===== src/rtl/fsm_rr_detect_sched.sv =====
// Round-robin scheduler sharing one serial run-of-ones detector.
// One burst in flight; result reported on a one-cycle strobe.
module fsm_rr_detect_sched #(
  parameter int SRC_W     = 2,
  parameter int BURST_LEN = 8,
  parameter int RUN_LEN   = 2
) (
  input  logic                  clk,
  input  logic                  reset,
  input  logic [2**SRC_W-1:0]   req,
  input  logic [2**SRC_W-1:0]   bit_in,
  output logic [2**SRC_W-1:0]   gnt,
  output logic                  busy,
  output logic                  det_valid,
  output logic [SRC_W-1:0]      det_src,
  output logic                  det_hit,
  output logic                  det_abort
);

  localparam int N_REQ = 2**SRC_W;
  localparam int CNT_W = 8;

  localparam logic [CNT_W-1:0] LAST_BIT = CNT_W'(BURST_LEN - 1);
  localparam logic [CNT_W-1:0] RUN_MAX  = CNT_W'(RUN_LEN);
  localparam logic [SRC_W-1:0] PTR_INIT = SRC_W'(N_REQ - 1);

  typedef enum logic [1:0] {
    ST_IDLE   = 2'd0,
    ST_RUN    = 2'd1,
    ST_REPORT = 2'd2
  } state_t;

  state_t             state_q;
  logic [N_REQ-1:0]   gnt_q;
  logic [SRC_W-1:0]   last_q;
  logic [CNT_W-1:0]   bit_cnt_q;
  logic [CNT_W-1:0]   run_cnt_q;
  logic               hit_q;
  logic               busy_q;
  logic               det_valid_q;
  logic [SRC_W-1:0]   det_src_q;
  logic               det_hit_q;
  logic               det_abort_q;

  logic               win_found;
  logic [SRC_W-1:0]   win_idx;
  logic [SRC_W-1:0]   scan_idx;
  logic [N_REQ-1:0]   win_onehot;

  logic               samp;
  logic               req_held;
  logic               last_smp;
  logic [CNT_W-1:0]   run_inc;
  logic [CNT_W-1:0]   run_d;
  logic               hit_d;

  // Scan starts one past the last winner; width wrap gives mod N_REQ.
  always_comb begin
    win_found = 1'b0;
    win_idx   = '0;
    scan_idx  = '0;
    for (int k = 1; k <= N_REQ; k++) begin
      scan_idx = last_q + SRC_W'(k);
      if (!win_found && req[scan_idx]) begin
        win_found = 1'b1;
        win_idx   = scan_idx;
      end
    end
  end

  always_comb begin
    win_onehot          = '0;
    win_onehot[win_idx] = 1'b1;
  end

  always_comb begin
    samp     = bit_in[last_q];
    req_held = req[last_q];
    last_smp = (bit_cnt_q == LAST_BIT);
    run_inc  = (run_cnt_q == RUN_MAX) ? run_cnt_q
                                      : run_cnt_q + CNT_W'(1);
    run_d    = samp ? run_inc : '0;
    hit_d    = hit_q | (run_d == RUN_MAX);
  end

  always_ff @(posedge clk) begin
    if (!reset) begin
      state_q     <= ST_IDLE;
      gnt_q       <= '0;
      last_q      <= PTR_INIT;
      bit_cnt_q   <= '0;
      run_cnt_q   <= '0;
      hit_q       <= 1'b0;
      busy_q      <= 1'b0;
      det_valid_q <= 1'b0;
      det_src_q   <= '0;
      det_hit_q   <= 1'b0;
      det_abort_q <= 1'b0;
    end else begin
      det_valid_q <= 1'b0;
      unique case (state_q)
        ST_IDLE: begin
          if (win_found) begin
            state_q   <= ST_RUN;
            gnt_q     <= win_onehot;
            last_q    <= win_idx;
            busy_q    <= 1'b1;
            bit_cnt_q <= '0;
            run_cnt_q <= '0;
            hit_q     <= 1'b0;
          end
        end
        ST_RUN: begin
          if (!req_held) begin
            // Dropped request: this cycle's bit is discarded.
            state_q     <= ST_REPORT;
            gnt_q       <= '0;
            busy_q      <= 1'b0;
            det_valid_q <= 1'b1;
            det_src_q   <= last_q;
            det_hit_q   <= hit_q;
            det_abort_q <= 1'b1;
          end else begin
            bit_cnt_q <= bit_cnt_q + CNT_W'(1);
            run_cnt_q <= run_d;
            hit_q     <= hit_d;
            if (last_smp) begin
              state_q     <= ST_REPORT;
              gnt_q       <= '0;
              busy_q      <= 1'b0;
              det_valid_q <= 1'b1;
              det_src_q   <= last_q;
              det_hit_q   <= hit_d;
              det_abort_q <= 1'b0;
            end
          end
        end
        ST_REPORT: begin
          state_q <= ST_IDLE;
        end
        default: begin
          state_q <= ST_IDLE;
          gnt_q   <= '0;
          busy_q  <= 1'b0;
        end
      endcase
    end
  end

  assign gnt       = gnt_q;
  assign busy      = busy_q;
  assign det_valid = det_valid_q;
  assign det_src   = det_src_q;
  assign det_hit   = det_hit_q;
  assign det_abort = det_abort_q;

endmodule


===== config.mk =====
export PLATFORM = sky130hd
export DESIGN_NAME = fsm_rr_detect_sched
export DESIGN_NICKNAME = d
export VERILOG_FILES = /design/src/rtl/fsm_rr_detect_sched.sv
export SDC_FILE = /design/constraint.sdc
export NUM_CORES = 1
export LEC_CHECK = 0
export BUFFER_PORTS_ARGS = -buffer_cell sky130_fd_sc_hd__buf_2
export CAP_MARGIN = 20
export CORE_UTILIZATION = 60
export CTS_CLUSTER_DIAMETER = 60
export DETAILED_ROUTE_END_ITERATION = 8
export PLACE_DENSITY_LB_ADDON = 0.08
export SLEW_MARGIN = 15
export SYNTH_ARGS = -nofsm -noshare
export SYNTH_HDL_FRONTEND = slang
export SYNTH_SLANG_ARGS = --single-unit

===== constraint.sdc =====
create_clock -name clk -period 3.95 [get_ports clk]
set_input_delay 0.79 -clock clk [delete_from_list [all_inputs] [get_ports clk]]
set_output_delay 0.79 -clock clk [all_outputs]
set_load 0.02 [all_outputs]

==> Yosys cells after proc, flatten, opt, wreduce, memory -nomap -nowiden <==
Cells that the tools add are included.
W data, S select, Z words.
{ "op_classes": {"add_sub_neg": 5, "n_mux": 49, "eq_ne": 9, "reduce_logical": 15, "magnitude_cmp": 6, "n_bitwise": 2} }
{ "ops": {"columns": ["op", "n"], "rows": [
  ["$mux W8", 5],
  ["$pmux W8 S2", 2],
  ["$mux W1", 20],
  ["$mux W2", 9],
  ["$add A8 B1 Y8 const B", 2],
  ["$eq A8 B2 Y1 const B", 2],
  ["$lt A2 B3 Y1 const B", 5],
  ["$mux W4", 3],
  ["$pmux W4 S3", 1],
  ["$bmux W1 S2", 5],
  ["$eq A8 B3 Y1 const B", 1],
  ["$reduce_and A2 Y1", 4],
  ["$reduce_and A3 Y1", 2],
  ["$add A2 B2 Y2 const B", 2],
  ["$logic_and A1 B1 Y1", 4],
  ["$ne A2 B2 Y1 const B", 2],
  ["$pmux W2 S2", 1],
  ["$logic_not A1 Y1", 3],
  ["$ne A3 B3 Y1 const B", 1],
  ["$pmux W1 S3", 1],
  ["$add A2 B1 Y2 const B", 1],
  ["$demux W1 S2", 1],
  ["$eq A2 B1 Y1 const B", 1],
  ["$eq A2 B2 Y1 const B", 1],
  ["other kinds (7)", 7]
]} }
{ "word_totals": {"ff_bits": 31, "word_cells": 97, "out_inout_bits": 10} }

==> Logic depth before layout (Yosys ltp) <==
Gate-level depths: netlist (run 1).
{ "logic_depth": {"depth_word": 19, "ltp_mapped": 8, "depth_no_buf": 7} }

==> Least setup slack after synthesis (run 1) <==
OpenSTA, ideal clock, no wires.
{ "synth_path": {"kind": "input to register", "from": "input req[3]", "to": "register bit_cnt_q[4]", "setup_ns": 0.145, "arrival_ns": 1.965, "path_slack_ns": 1.840, "cell_stages": 5, "cell_sequence": "mux4_2 and2_4 o2111ai_1 xor2_1 nor2_1"} }
{ "synth_between": {"elab_chain_cells": 14, "elab_cells_between_ends": 21, "cone_classes": "eq/ne (2); mux (12); reduce/logical (7)"} }
{ "synth_rtl": {"columns": ["element", "line_no", "rtl"], "rows": [
  ["start, declared", "10", "input logic [2**SRC_W-1:0] req,"],
  ["$bmux W1 S2", "64", "if (!win_found && req[scan_idx]) begin"],
  ["$mux W1 (not written as such)", "64", null],
  ["$mux W1", "64", null],
  ["$logic_not A1 Y1", "64", null],
  ["$logic_and A1 B1 Y1", "64", null],
  ["$mux W1", "64", null],
  ["$logic_not A1 Y1", "64", null],
  ["$logic_and A1 B1 Y1", "64", null],
  ["$mux W1", "64", null],
  ["$logic_not A1 Y1", "64", null],
  ["$logic_and A1 B1 Y1", "64", null],
  ["$mux W1", "64", null],
  ["$ne A2 B2 Y1 (no line)", null, null],
  ["$reduce_and A3 Y1 (no line) *", null, null],
  ["end signal, assigned", "124", "bit_cnt_q <= bit_cnt_q + CNT_W'(1);"],
  ["end, declared", "36", "logic [CNT_W-1:0] bit_cnt_q;"]
]} }
Mark *: on every way between the ends. The rest lies on a longest branch, timed or not. The select of a mux whose other input is x is not followed.
A chain may end at the register's enable or synchronous reset.

==> Worst setup path after layout (run 1) <==
{ "layout_path": {"from": "register run_cnt_q[0]", "to": "register det_hit_q (netlist: det_hit)"} }
{ "layout_between": {"elab_chain_cells": 7, "elab_cells_between_ends": 8, "cone_classes": "add/sub (1); eq/ne (2); mux (4); bitwise (1)"} }
{ "layout_rtl": {"columns": ["element", "line_no", "rtl"], "rows": [
  ["start, declared", "37", "logic [CNT_W-1:0] run_cnt_q;"],
  ["start signal, assigned", "125", "run_cnt_q <= run_d;"],
  ["$add A8 B1 Y8 / $eq A8 B2 Y1 (equally long branches)", "81, 80", null],
  ["$mux W8 *", "80", "run_inc = (run_cnt_q == RUN_MAX) ? run_cnt_q"],
  ["$mux W8 *", "82", "run_d = samp ? run_inc : '0;"],
  ["$eq A8 B2 Y1 *", "83", "hit_d = hit_q | (run_d == RUN_MAX);"],
  ["$or A1 B1 Y1 *", "83", null],
  ["$mux W1 *", "127", "if (last_smp) begin"],
  ["$mux W1 *", "114", "if (!req_held) begin"],
  ["end signal, assigned", "121", "det_hit_q <= hit_q;"],
  ["end signal, assigned", "133", "det_hit_q <= hit_d;"],
  ["end, declared", "42", "logic det_hit_q;"]
]} }
Marks and branches as above.

==> metrics.yaml, run 1 <==
syn_inst: 190
layout.nets: 223
die_h_um: 55.0
start_kind: "register"
fin_tns_setup_ps: 0
r2r_start: "run_cnt_q[0]"
clock_skew_ps: 10.6
cts.htree.levels: 2
worstSetupEndpointType: "register"
worstPathMaxFanout: 10
drt-total-wl_um: 3750
synth_cell_types: 54
diodes: 0
synth_warnings: 0
num_rows: 18
relSlewSlack: 0.366
dr_total_vias: 1510
power_density_nw_per_um2: 395
ios: 20
core_um2: 2570
clk_path_buf_depth: 2
postCtsSetupBuffers: 0
drive_gt1_frac: 0.180
setup_viol: 0
netlist_area_um2: 1680
portBuffers: 19
drt.antenna.violating_nets: 0
path_class: "register to register"
avgSynthCellArea_um2: 8.86
crit_start: "run_cnt_q[0]"
synth-edff-count: 0
place.gp.congestion: 0.849
fin_crit_ps: 2110
finalCritPeriodShare: 0.534
finalPower_mw: 0.733
clkSlewWorstSetupHoldPaths_ps: 100
peakVddDrop_mv: 0.353
slowest_stage: "or4b_1"
ys_seq_area_frac: 0.368
hold_class: "register to register"
hpwl_um: 2710
crit_chain: "inv_1, ha_1, or4b_1, nor2_1, mux2i_1, nand4bb_1, o31ai_1"
grt_usage: 0.272
drtIter0Drc: 64
synth-seq-cells: 31
maxCapViolations: 0
cts.sinks: 31
crit_arrival_ps: 2360
path_buf_inv: 1
cpLargestDelayFamily: "simple AND/OR/NAND/NOR gates"
max_stage_delay_ps: 520
cts_resized: 0
dieWidth_um: 55.0
drc: 0
ctsHoldBuffers: 0
grt_pass1_vias: 1335
cts_made_buffers: 5
grt_antenna_before_repair: 0
slew_violations: 0
synth_fp_nets: 203
grt_pass1_wl_um: 5650
cts_tree: "done"
dr.pass1.iters: 4
fmax_mhz: 474
crit_required_ps: 4200
clk_latency_ps: 340
grt_start_max_net_pins: 20
async_flop_share: 0
synthFlopType: "dfxtp_1"
viasPerCell: 6.27
die_area_um2: 3020
area_delta_synth_final_pct: 10.3
start_util: 0.656
cts_root_buf: "clkbuf_4"
gr-total-overflow: 0
p_leak_nw: 0.704
outcome: "finished, final reports clean"
num-fill-cells: 208
wire_per_inst_um: 15.6
hold_viol: 0
timing.hold.worst.start: "gnt[2]"
rsz0062_at_grt: "false"
worst_pin_slew_ps: 943
cell usage after synthesis, types with 2 or more instances:
cell type,n,share of area
nor2_1,12,0.027
o211ai_1,3,0.013
mux4_2,2,0.027
a32o_1,2,0.012
or3_1,5,0.019
o31ai_1,6,0.027
nor2b_1,6,0.022
clkbuf_1,3,0.0067
buf_2,2,0.0059
a21oi_1,11,0.033
nand2_1,16,0.036
dfxtp_1,31,0.37
nor2_2,2,0.0074
inv_1,5,0.011
a211oi_1,2,0.0089
xnor2_1,3,0.016
o2111ai_1,2,0.010
nand3_1,5,0.015
nand2b_1,7,0.026
o21ai_1,7,0.021
and3_1,6,0.022
mux2i_1,4,0.024
nand4_1,2,0.0074
o21ai_0,4,0.012
xor2_1,2,0.010
nor3_1,6,0.018
a21boi_1,2,0.0089
ha_1,3,0.022
and2_1,4,0.015
metal layers:
metal | vias up | routed length [um] | global-route usage
met5 | - | 0 | 0
met4 | 0 | 62 | 0.117
met3 | 11 | 156 | 0.0929
met2 | 43 | 1860 | 0.460
met1 | 718 | 1680 | 0.311
li1 | 738 | - | -
worst paths after layout:
check | endpoint | slack [ps] | cells after the start
setup / recovery | det_hit | 1840 | 7
hold / removal | gnt[2] | 470 | 1
setup reg to reg | det_hit | 1840 | 7
hold reg to reg | gnt[2] | 470 | 1
worst register-to-register path, delay by kind of cell (launching register included):
kind                     cells  cell delay, ps
AO/OA/AOI/OAI                1             220
adder cells (fa/ha/maj)      1             150
buffers and inverters        1              90
flip-flops                   1             410
multiplexers                 1             260
AND/OR/NAND/NOR              3             890
cell families after synthesis:
family	count (synthesis)	share of synthesized area
fa+ha+maj	3	0.0223
buf+inv	11	0.0282
flops	31	0.369
xor+xnor	5	0.0260
simple gates	83	0.278
mux	8	0.0639
compound gates	49	0.213
state kept, by name, indices dropped and copies added, names as in the netlist:
name       cells
det_valid      1
gnt            4
state_q        2
run_cnt_q      8
det_hit        1
last_q         2
bit_cnt_q      8
hit_q          1
det_src        2
busy           1
det_abort      1
placed cells by master, fill, tap and decap left out, types with 5 or more instances in the layout:
master    instances
a21oi_1          11
o21ai_1           7
buf_2            19
inv_1             5
nor3_1            6
o31ai_1           6
and3_1            6
nand3_1           5
clkbuf_4          5
nand2b_1          7
nor2b_1           6
nand2_1          16
nor2_1           12
dfxtp_1          31
or3_1             5
power by group:
| group | total, mW | switching, mW | internal, mW |
|---|---|---|---|
| Clock | 0.214 | 0.109 | 0.105 |
| Sequential | 0.356 | 0.0236 | 0.332 |
| Combinational | 0.163 | 0.100 | 0.0623 |
area by class of cell:
type / count / area (um^2) / area share
clock buffer: 8 / 68.8 / 0.0371
inverter: 5 / 18.8 / 0.0101
multi-input combinational: 148 / 1020 / 0.547
sequential: 31 / 621 / 0.334
tap: 30 / 37.5 / 0.0202
timing repair buffer: 19 / 95.1 / 0.0512
stage by stage:
stage / std cells / hold WS [ps] / utilization / area [um^2] / worst slack [ps]
after global routing: 241 / 481 / 0.723 / 1860 / 1700
after CTS: 241 / 472 / 0.723 / 1860 / 1860
final: 241 / 466 / 0.723 / 1860 / 1840
after global placement: 233 / 431 / 0.696 / 1790 / 1600
after detailed placement: 233 / 441 / 0.696 / 1790 / 1560
after floorplan: 190 / 439 / - / 1680 / 1840
Power figures use the tool's default switching activity.
==> run 2: changes to the inputs <==
CORE_UTILIZATION = 57   (was 60)
clock period = 2.2 ns   (was 3.95 ns; I/O delays follow)
==> run 2 against run 1 <==
First-iteration DRC count shrank 3.1%. Sequential share of layout area shrank 0.60 points. Via count shrank 0.53%. Largest cell class unchanged. Flip-flop and latch count is the same. Total power grew 76%. Count of clock-buffer cells in the layout shrank 2. Critical endpoint unchanged. Fmax grew 4.0%. Highest routed layer unchanged. Core utilization shrank 4.3 points. Clock skew shrank 6.4 ps. Sequential power grew 78%. Non-clock buffer count grew 6.
==> metrics.yaml, run 2 (synthesized netlist as in run 1, its figures left out) <==
cts_made_buffers: 5
ios: 20
worst_pin_slew_ps: 513
grt_start_max_net_pins: 20
area.sequential_um2: 621
layout.nets: 229
wire_per_inst_um: 14.6
outcome: "finished, final reports clean"
area_delta_synth_final_pct: 12.3
core_um2: 2780
drtIter0Drc: 62
num_rows: 19
crit_required_ps: 2440
viasPerCell: 6.08
dieWidth_um: 56.4
peakVddDrop_mv: 0.715
cts_root_buf: "clkbuf_4"
fin_tns_setup_ps: 0
dr_total_vias: 1502
clock_skew_ps: 4.19
cts_resized: 0
relSlewSlack: 0.656
path_class: "register to register"
grt_pass1_wl_um: 6130
fin_crit_ps: 2030
grt_usage: 0.250
die_h_um: 56.4
met2_usage: 0.398
drc: 0
rsz0062_at_grt: "false"
clk_path_buf_depth: 2
num-fill-cells: 241
cts.htree.levels: 2
layout_common_cells: "dfxtp_1, buf_2, nand2_1"
worstSetupEndpointType: "register"
clk_latency_ps: 320
diodes: 0
worstPathMaxFanout: 10
drt-total-wl_um: 3620
power_density_nw_per_um2: 680
global_route.usage.met3: 0.0714
hold_viol: 0
top_usage_layer: "met2"
grt_pass1_vias: 1366
post-place-cells: 240
drt.antenna.violating_nets: 0
final_common_cell: "dfxtp_1"
start_kind: "register"
ctsHoldBuffers: 0
stdcell_count: 247
hpwl_um: 2680
postCtsSetupBuffers: 0
portBuffers: 19
start_util: 0.605
finalCritPeriodShare: 0.922
final_area_um2: 1890
slew_violations: 0
maxCapViolations: 0
grt_antenna_before_repair: 0
drive_gt1_frac: 0.204
grtUsageMet1: 0.314
clkSlewWorstSetupHoldPaths_ps: 90
cts_tree: "done"
p_leak_nw: 0.728
cts.sinks: 31
die_area_um2: 3180
dr.pass1.iters: 4
placed_area_um2: 1830
gr-total-overflow: 0
hold_class: "register to register"
fmax_mhz: 493
crit_arrival_ps: 2270
multi_input_area_um2: 1020
place.gp.congestion: 0.843
setup_viol: 0
[run 2: cell count changes in the layout (fill, tap and decap cells not counted), sizes merged]
cell    previous run  this run
buf               19        25
clkbuf             8         6
clkinv             0         1
[run 2: power breakdown]
part           switching, mW  total, mW  internal (mW)
logic                  0.190      0.322          0.132
registers             0.0361      0.633          0.597
clock network          0.184      0.332          0.148
total                  0.410       1.29          0.877
[run 2: final cells by class]
cell class / count / area share
flip-flops and latches: 31 / 0.328
clock buffers: 6 / 0.0271
well taps: 31 / 0.0205
repair buffers: 25 / 0.0741
clock inverters: 1 / 0.00265
multi-input cells: 148 / 0.537
inverters: 5 / 0.00993
[run 2: final timing paths]
path,start,end,slack (ps),cells past startpoint
worst min register to register,gnt[2],gnt[2],470,1
worst min-delay path,gnt[2],gnt[2],470,1
worst max register to register,run_cnt_q[0],det_hit,170,7
worst max-delay path,run_cnt_q[0],det_hit,170,7
[run 2: metal layers]
layer,vias to the layer above,share of wire,wire [um]
li1,752,-,-
met1,702,0.46,1660
met2,40,0.48,1720
met3,8,0.043,155
met4,0,0.020,73
met5,-,0,0
[run 2: stage by stage]
stage | power [mW] | hold WS (ps) | util | worst slack, ps
after global placement | 0.953 | 436 | 0.659 | 242
after floorplan | 0.867 | 439 | - | 343
after CTS | 1.30 | 463 | 0.680 | 192
final | 1.29 | 469 | 0.680 | 172
after global routing | 1.35 | 485 | 0.680 | 72.9
after detailed placement | 0.965 | 445 | 0.659 | 212
[run 2: critical path, cell delays in order, from the launching register on]
cell and delay [ps]:
dfxtp_1 400, inv_1 90, ha_1 140, or4b_1 530, nor2_1 200, mux2i_1 220, nand4bb_1 140, o31ai_1 220
==> run 3: changes to the inputs <==
CORE_ASPECT_RATIO = 2   (was not set)
==> run 3 against run 2 <==
Fmax increased by 0.80%. Count of clock-buffer cells in the layout unchanged. Core utilization increased by 0.77 points. Setup slack improved by 16 ps. Critical endpoint is now run_cnt_q[5]. Highest routed layer unchanged.
==> metrics.yaml, run 3 (synthesized netlist as in run 1, its figures left out) <==
ios: 20
clock_skew_ps: 5.88
postLayoutCoreUtil: 0.687
global_route.usage.met3: 0.0587
grt_antenna_before_repair: 0
r2r-end: "run_cnt_q[5]"
clkSlewWorstSetupHoldPaths_ps: 70
crit_start: "run_cnt_q[1]"
portBuffers: 19
start_kind: "register"
place.gp.congestion: 0.778
cts_made_buffers: 5
die_area_um2: 3190
multi_input_area_um2: 1020
drive_gt1_frac: 0.196
core_um2: 2770
met2_usage: 0.508
grtUsageMet1: 0.256
cts.sinks: 31
area.sequential_um2: 621
diodes: 0
gr-total-overflow: 0
drt.antenna.violating_nets: 0
max_stage_delay_ps: 520
crit_chain: "ha_1, or4b_1, o2111a_1, and3_1, a21oi_1, o31ai_1"
peakVddDrop_mv: 0.604
clk_latency_ps: 280
grt_usage: 0.269
drt-total-wl_um: 3880
hpwl_um: 2950
hold_class: "register to register"
fin_crit_ps: 2010
outcome: "finished, final reports clean"
grt_pass1_vias: 1433
clk_path_buf_depth: 2
finalCritPeriodShare: 0.915
layout_common_cells: "dfxtp_1, buf_2, nand2_1"
dieWidth_um: 40.4
final_common_cell: "dfxtp_1"
power_density_nw_per_um2: 731
cts_resized: 0
num_rows: 27
cts_tree: "done"
drc: 0
grt_start_max_net_pins: 20
grt_pass1_wl_um: 6100
crit_arrival_ps: 2180
fmax_mhz: 497
cts.htree.levels: 2
crit_required_ps: 2360
drtIter0Drc: 24
postCtsSetupBuffers: 0
hold_slack_ps: 459
r2r_slack_ps: 190
top_usage_layer: "met2"
critPathCapture: "run_cnt_q[5]"
stdcell_count: 243
rr_worst_depth: 6
dr.pass1.iters: 4
fin_tns_setup_ps: 0
slew_violations: 0
viasPerCell: 6.19
setup_viol: 0
path_class: "register to register"
hold_viol: 0
worstPathMaxFanout: 6
layout.nets: 227
rsz0062_at_grt: "false"
slowest_stage: "or4b_1"
maxCapViolations: 0
relSlewSlack: 0.513
worstSetupEndpointType: "register"
post-place-cells: 236
area_delta_synth_final_pct: 13.1
wire_per_inst_um: 16.0
p_leak_nw: 0.732
worst_pin_slew_ps: 726
ctsHoldBuffers: 0
num-fill-cells: 233
die_h_um: 78.9
start_util: 0.608
cts_root_buf: "clkbuf_8"
dr_total_vias: 1505
r2r_start: "run_cnt_q[1]"
==> run 3: layer usage <==
layer	vias to the layer above	routed length [um]
met3	5	60
li1	745	-
met4	0	49
met2	15	2310
met1	740	1460
met5	-	0
==> run 3: area by class of cell <==
type / count / share of cell area
clock inverters: 1 / 0.00263
well taps: 29 / 0.0191
repair buffers: 23 / 0.0657
inverters: 5 / 0.00986
flip-flops and latches: 31 / 0.326
clock buffers: 6 / 0.0434
multi-input cells: 148 / 0.534
==> run 3: worst min path at each step <==
stage	from	slack, ps	endpoint	cells after the start
5_1_grt	busy	470	busy	1
6_report	busy	460	busy	1
3_5_place_dp	busy	440	busy	1
4_1_cts	busy	460	busy	1
3_3_place_gp	busy	430	busy	1
2_1_floorplan	hit_q	440	hit_q	2
==> run 3: power breakdown <==
part | internal [mW] | switching, mW
clock network | 0.245 | 0.206
logic | 0.121 | 0.190
registers | 0.597 | 0.0326
total | 0.964 | 0.429
==> run 3: critical path: cells and delay by family (launching register included) <==
| kind | cells | cell delay, ps |
|---|---|---|
| flip-flops | 1 | 430 |
| adder cells (fa/ha/maj) | 1 | 230 |
| AND/OR/NAND/NOR | 2 | 700 |
| AO/OA/AOI/OAI | 3 | 540 |
==> run 3: stage by stage <==
step                      power, mW  setup slack, ps  area (um^2)
final                          1.39              188         1900
after floorplan               0.867              343         1680
after detailed placement      0.951              171         1820
after CTS                      1.40              181         1900
after global placement        0.939              227         1820
after global routing           1.46             51.6         1900
